$ cat src/rtl/min_search_ctrl.sv
// rtl/min_search_ctrl.sv - sequencer for the two-minimum search pipeline
// Optional EARLY_EXIT_EN: cut the issue phase short once min1_value reaches zero.
module min_search_ctrl #(
    parameter int PIPE_DEPTH  = 4,
    parameter int DRAIN_SLACK = 8
) (
    input  logic        clk,
    input  logic        rst_n,
    input  logic        start,
    input  logic [15:0] num_candidates,
    input  logic        stall,
    output logic        clear,
    output logic        issue_valid,
    output logic [15:0] issue_index,
    output logic        issue_last,
    input  logic        min_trigger,
    input  logic [15:0] min1_index,
    input  logic [13:0] min1_value,
    input  logic [15:0] min2_index,
    input  logic [13:0] min2_value,
    output logic        busy,
    output logic        result_valid,
    input  logic        result_ack,
    output logic [15:0] res_min1_index,
    output logic [13:0] res_min1_value,
    output logic [15:0] res_min2_index,
    output logic [13:0] res_min2_value,
    output logic        timeout
);

    typedef enum logic [2:0] {
        S_IDLE,
        S_CLEAR,
        S_ISSUE,
        S_DRAIN,
        S_DONE
    } state_t;

    localparam logic [15:0] DRAIN_LIMIT = 16'(PIPE_DEPTH + DRAIN_SLACK - 1);
    localparam logic [15:0] IDX_RESET   = 16'hFFFF;
    localparam logic [13:0] VAL_RESET   = 14'h3FFF;

    state_t      state;
    state_t      state_nxt;
    logic [15:0] n_reg;
    logic [15:0] cnt;
    logic [15:0] drain_cnt;
    logic        is_last;
    logic        drain_expired;

`ifdef EARLY_EXIT_EN
    localparam logic [15:0] EARLY_MIN = 16'(PIPE_DEPTH + 1);
    logic early_now;
    logic early_hit;

    // A perfect match seen during a stall is remembered until the next real issue.
    assign early_now = (state == S_ISSUE) && (cnt >= EARLY_MIN) && (min1_value == 14'd0);
    assign is_last   = (cnt == n_reg - 16'd1) || early_now || early_hit;

    always_ff @(posedge clk or negedge rst_n) begin
        if (!rst_n) begin
            early_hit <= 1'b0;
        end else if (state == S_CLEAR) begin
            early_hit <= 1'b0;
        end else if (early_now && stall) begin
            early_hit <= 1'b1;
        end
    end
`else
    assign is_last = (cnt == n_reg - 16'd1);
`endif

    assign drain_expired = (drain_cnt == DRAIN_LIMIT);
    assign issue_index   = cnt;
    assign busy          = (state != S_IDLE);

    always_ff @(posedge clk or negedge rst_n) begin
        if (!rst_n) begin
            state <= S_IDLE;
        end else begin
            state <= state_nxt;
        end
    end

    always_comb begin
        state_nxt   = state;
        clear       = 1'b0;
        issue_valid = 1'b0;
        issue_last  = 1'b0;
        case (state)
            S_IDLE: begin
                if (start) begin
                    state_nxt = S_CLEAR;
                end
            end
            S_CLEAR: begin
                clear     = 1'b1;
                state_nxt = (n_reg != 16'd0) ? S_ISSUE : S_DONE;
            end
            S_ISSUE: begin
                if (!stall) begin
                    issue_valid = 1'b1;
                    issue_last  = is_last;
                    if (is_last) begin
                        state_nxt = S_DRAIN;
                    end
                end
            end
            S_DRAIN: begin
                if (min_trigger || drain_expired) begin
                    state_nxt = S_DONE;
                end
            end
            S_DONE: begin
                if (result_ack) begin
                    state_nxt = S_IDLE;
                end
            end
            default: state_nxt = S_IDLE;
        endcase
    end

    always_ff @(posedge clk or negedge rst_n) begin
        if (!rst_n) begin
            n_reg          <= 16'd0;
            cnt            <= 16'd0;
            drain_cnt      <= 16'd0;
            result_valid   <= 1'b0;
            timeout        <= 1'b0;
            res_min1_index <= IDX_RESET;
            res_min1_value <= VAL_RESET;
            res_min2_index <= IDX_RESET;
            res_min2_value <= VAL_RESET;
        end else begin
            case (state)
                S_IDLE: begin
                    if (start) begin
                        n_reg          <= num_candidates;
                        cnt            <= 16'd0;
                        timeout        <= 1'b0;
                        res_min1_index <= IDX_RESET;
                        res_min1_value <= VAL_RESET;
                        res_min2_index <= IDX_RESET;
                        res_min2_value <= VAL_RESET;
                    end
                end
                S_CLEAR: begin
                    cnt       <= 16'd0;
                    drain_cnt <= 16'd0;
                    if (n_reg == 16'd0) begin
                        result_valid <= 1'b1;
                    end
                end
                S_ISSUE: begin
                    drain_cnt <= 16'd0;
                    // The counter parks on the last index so N=16'hFFFF never wraps.
                    if (!stall && !is_last) begin
                        cnt <= cnt + 16'd1;
                    end
                end
                S_DRAIN: begin
                    drain_cnt <= drain_cnt + 16'd1;
                    if (min_trigger) begin
                        res_min1_index <= min1_index;
                        res_min1_value <= min1_value;
                        res_min2_index <= min2_index;
                        res_min2_value <= min2_value;
                        result_valid   <= 1'b1;
                    end else if (drain_expired) begin
                        timeout      <= 1'b1;
                        result_valid <= 1'b1;
                    end
                end
                S_DONE: begin
                    if (result_ack) begin
                        result_valid <= 1'b0;
                    end
                end
                default: ;
            endcase
        end
    end

endmodule
$ cat config.mk
export PLATFORM = sky130hd
export DESIGN_NAME = min_search_ctrl
export DESIGN_NICKNAME = d
export VERILOG_FILES = /design/src/rtl/min_search_ctrl.sv
export SDC_FILE = /design/constraint.sdc
export NUM_CORES = 1
export LEC_CHECK = 0
export ABC_CLOCK_PERIOD_IN_PS = 5700
export BUFFER_PORTS_ARGS = -buffer_cell sky130_fd_sc_hd__buf_2
export CAP_MARGIN = 20
export CORE_AREA = 2 2 182 139
export DETAILED_ROUTE_END_ITERATION = 10
export DIE_AREA = 0 0 184 141
export PLACE_DENSITY = 0.4
export SLEW_MARGIN = 25
export SYNTH_ARGS = -nofsm -noshare
export SYNTH_HDL_FRONTEND = slang
export SYNTH_SLANG_ARGS = --single-unit
$ cat constraint.sdc
create_clock -name clk -period 5.7 [get_ports clk]
set_input_delay 0.285 -clock clk [delete_from_list [all_inputs] [get_ports clk]]
set_output_delay 0.285 -clock clk [all_outputs]
set_load 0.005 [all_outputs]
==> impl_metrics.env <==
export IMPL_status="complete, no violations"
export IMPL_drv_slew=0
export IMPL_end_kind="primary output"
export IMPL_synth_flop_cell="dfstp_2"
export IMPL_path_clk_slew_ps=60
export IMPL_vias=4963
export IMPL_start_kind="flip-flop"
export IMPL_critical_path_cell_chain="inv_1, ha_1, nor3b_1, and3_1, mux2_2, o21ai_0, nor4b_2, and2_1, buf_2"
export IMPL_fillers=2605
export IMPL_setup_violations=0
export IMPL_maxCapViolCount=0
export IMPL_grt_pass1_vias=4863
export IMPL_total_power_mw=3.53
export IMPL_hpwl_mm=12.3
export IMPL_cts_sinks=113
export IMPL_cp_arrival_ps=3390
export IMPL_start_util=0.235
export IMPL_leakage_nw=3.07
export IMPL_power_density_nw_per_um2=473
export IMPL_syn_area_um2=5750
export IMPL_die_x_um=184
export IMPL_drtPass1Iterations=5
export IMPL_path_class="flip-flop to primary output"
export IMPL_synth_async_reset_ratio=1.00
export IMPL_maxSlewHeadroom=0.437
export IMPL_drive_gt1_frac=0.369
export IMPL_grt_overflow_total=0
export IMPL_period_minus_slack_ps=3680
export IMPL_ys_warn_count=0
export IMPL_p_switching_mw=1.31
export IMPL_fin_tns_setup_ps=0
export IMPL_port_buffers=163
export IMPL_grtUsageTotal=0.138
export IMPL_io_pins=164
export IMPL_r2r_end="issue_index[11]"
export IMPL_insertion_delay_ps=420
export IMPL_viasPerCell=4.50
export IMPL_synth_edf_count=0
export IMPL_gp_congestion=0.784
export IMPL_synth_distinct_cells=60
export IMPL_r2r_cells=9
export IMPL_clkPwrFrac=0.308
export IMPL_ctsHtreeMaxLevel=4
export IMPL_pwr_share_seq=0.368
export IMPL_cp_slowest_cell="nor4b_2"
export IMPL_multiInputGateArea_um2=2650
export IMPL_syn_area_per_cell_um2=9.15
export IMPL_worst_pin_slew_ps=841
export IMPL_p_sw_frac=0.372
export IMPL_timing_fmax_mhz=272
export IMPL_yosysSeqAreaShare=0.505
export IMPL_crit_buf_inv=2
export IMPL_final_hold_violation_count=0
export IMPL_worstPathMaxFanout=6
export IMPL_cts_buffers=17
export IMPL_hold_end="state[2]"
export IMPL_fin_skew_ps=10.4
export IMPL_diodes=0
export IMPL_core_area_um2=24400
export IMPL_dieArea_um2=25900
export IMPL_area_delta_synth_final_pct=29.9
export IMPL_fp_row_count=50
export IMPL_final_nets=865
export IMPL_crit_family="simple AND/OR/NAND/NOR gates"
export IMPL_root_buffer="clkbuf_16"
export IMPL_synthesis_nets=714
export IMPL_netlist_instances=628
export IMPL_ff2ff_setup_slack_ps=2300
export IMPL_grt_pass1_wl_mm=28.1
export IMPL_die_h_um=141
export IMPL_cpPeakStageDelay_ps=550
export IMPL_post_cts_buffers=0
export IMPL_ff_latch_area_um2=2900
export IMPL_ant_nets=0
export IMPL_ys_ff_latch=113
export IMPL_worstPathRequired_ps=5410
export IMPL_hold_start="result_ack"
export IMPL_hold_path_depth=2
export IMPL_wl_mm=17.6
export IMPL_fin_crit_sh=0.646
export IMPL_drtIter0Drc=293
export IMPL_hold_path_class="input pin to flip-flop"
export IMPL_peakVddDrop_uv=192
export IMPL_rsz0062_at_grt="false"
export IMPL_pwr_share_comb=0.324
export IMPL_wire_per_inst_um=15.9
export IMPL_cts_max_path_buffers=2
export IMPL_timing_rr_start="n_reg[0]"
export IMPL_antenna_found_initial=0
export IMPL_p_int_mw=2.22
export IMPL_grt_max_degree=63
export IMPL_drc=0
export IMPL_cts_tree="built"
## repair_timing
| action | in CTS | in global routing |
|---|---|---|
| resized for setup | 0 | 0 |
| hold endpoints to repair | 25 | 0 |
| hold buffers | 1 | 0 |
## worst register-to-register path, cell delays in order, from the launching register on
cell	delay (ps)
dfrtp_1	420
inv_1	120
ha_1	240
nor3b_1	500
and3_1	260
mux2_2	340
o21ai_0	210
nor4b_4	740
a2111oi_0	290
mux2i_1	160
## synth_stat cells (all sizes together), types with 3 or more instances
cell type / n / area, um2
a211oi: 6 / 45.0
o31ai: 3 / 22.5
ha: 4 / 50.1
mux2i: 11 / 110
nor2b: 3 / 18.8
nand2b: 13 / 81.3
nand2: 40 / 150
or4: 3 / 22.5
dfrtp: 53 / 1330
nor3: 69 / 345
o21ai: 36 / 180
nor2: 142 / 533
a31oi: 3 / 18.8
nand4: 8 / 50.1
o211ai: 3 / 22.5
nor4b: 4 / 56.3
a21boi: 3 / 22.5
and3: 9 / 56.3
a21oi: 11 / 55.1
and2: 4 / 25.0
clkbuf: 36 / 135
or3: 7 / 48.8
dfstp: 60 / 1580
buf: 3 / 33.8
xor2: 7 / 61.3
or2: 4 / 25.0
nand3: 14 / 70.1
nor4: 7 / 58.8
inv: 11 / 41.3
mux2: 14 / 158
xnor2: 8 / 70.1
## metrics by stage
step                       util  cell area (um2)  worst slack, ps  hold slack, ps  std cells
after detailed placement  0.281             6850             2340             385       1071
after global placement    0.281             6850             2370             389       1071
final                     0.306             7470             2020            67.4       1104
after global routing      0.306             7470             1660            58.1       1104
after floorplan               -             5750             3000           -10.6        628
after CTS                 0.306             7470             1990            50.5       1104
## area by class of cell
cell class	instances	area share
clock buffer	19	0.0607
clock inverter	13	0.0201
inverter	11	0.00553
multi-input combinational	465	0.355
sequential	113	0.389
tap	312	0.0523
timing repair buffer	171	0.118
## cell usage in the layout, fill, tap and decap left out, types with 3 or more instances in the layout
master,n
a211oi_1,6
a21boi_1,3
a21oi_1,10
a31oi_1,3
and2_1,4
and3_1,9
buf_2,162
buf_4,8
clkbuf_16,17
clkinv_4,5
dfrtp_1,53
dfstp_2,60
ha_1,4
inv_1,11
inv_6,4
mux2_2,14
mux2i_1,11
nand2_1,40
nand2b_1,13
nand3_1,14
nand4_1,8
nor2_1,141
nor2b_1,3
nor3_1,69
nor4_1,6
o211ai_1,3
o21ai_0,34
o31ai_1,3
or2_2,4
or3_1,6
or4_1,3
xnor2_1,8
xor2_1,7
## power groups by stage
| stage | sequential, mW | combinational, mW | clock [mW] |
|---|---|---|---|
| floorplan | 1.25 | 0.790 | 0 |
| detailed placement | 1.31 | 1.16 | 0 |
| global route | 1.34 | 1.30 | 1.16 |
| finish | 1.30 | 1.15 | 1.09 |
| global placement | 1.31 | 1.18 | 0 |
| CTS | 1.30 | 1.17 | 1.13 |
## how the worst max path moves through the flow
| stage | depth (start not counted) | slack (ps) | from | end |
|---|---|---|---|---|
| after detailed placement | 9 | 2340 | n_reg[0] | issue_index[11] |
| after global placement | 7 | 2370 | n_reg[2] | issue_index[2] |
| after global routing | 7 | 1660 | n_reg[2] | issue_last |
| final | 9 | 2020 | n_reg[0] | issue_last |
| after CTS | 9 | 1990 | n_reg[0] | issue_last |
| after floorplan | 8 | 3000 | n_reg[10] | issue_index[2] |
## metal layers
metal  vias up  wire length [um]  global-route usage
met5         -                 0                   0
met4         0               126              0.0278
met3        10               739              0.0331
met2        97              7720               0.202
met1      2366              9000               0.206
li1       2490                 -                   -
## cells by family after synthesis
logic type      count (synthesis)  share of synthesized area
compound gates                 85                     0.0982
fa+ha+maj                       4                    0.00871
xor+xnor                       15                     0.0229
flops                         113                      0.505
mux                            25                     0.0466
simple gates                  336                      0.282
buf+inv                        50                     0.0366
No activity file was read; power rests on OpenSTA's default activity.
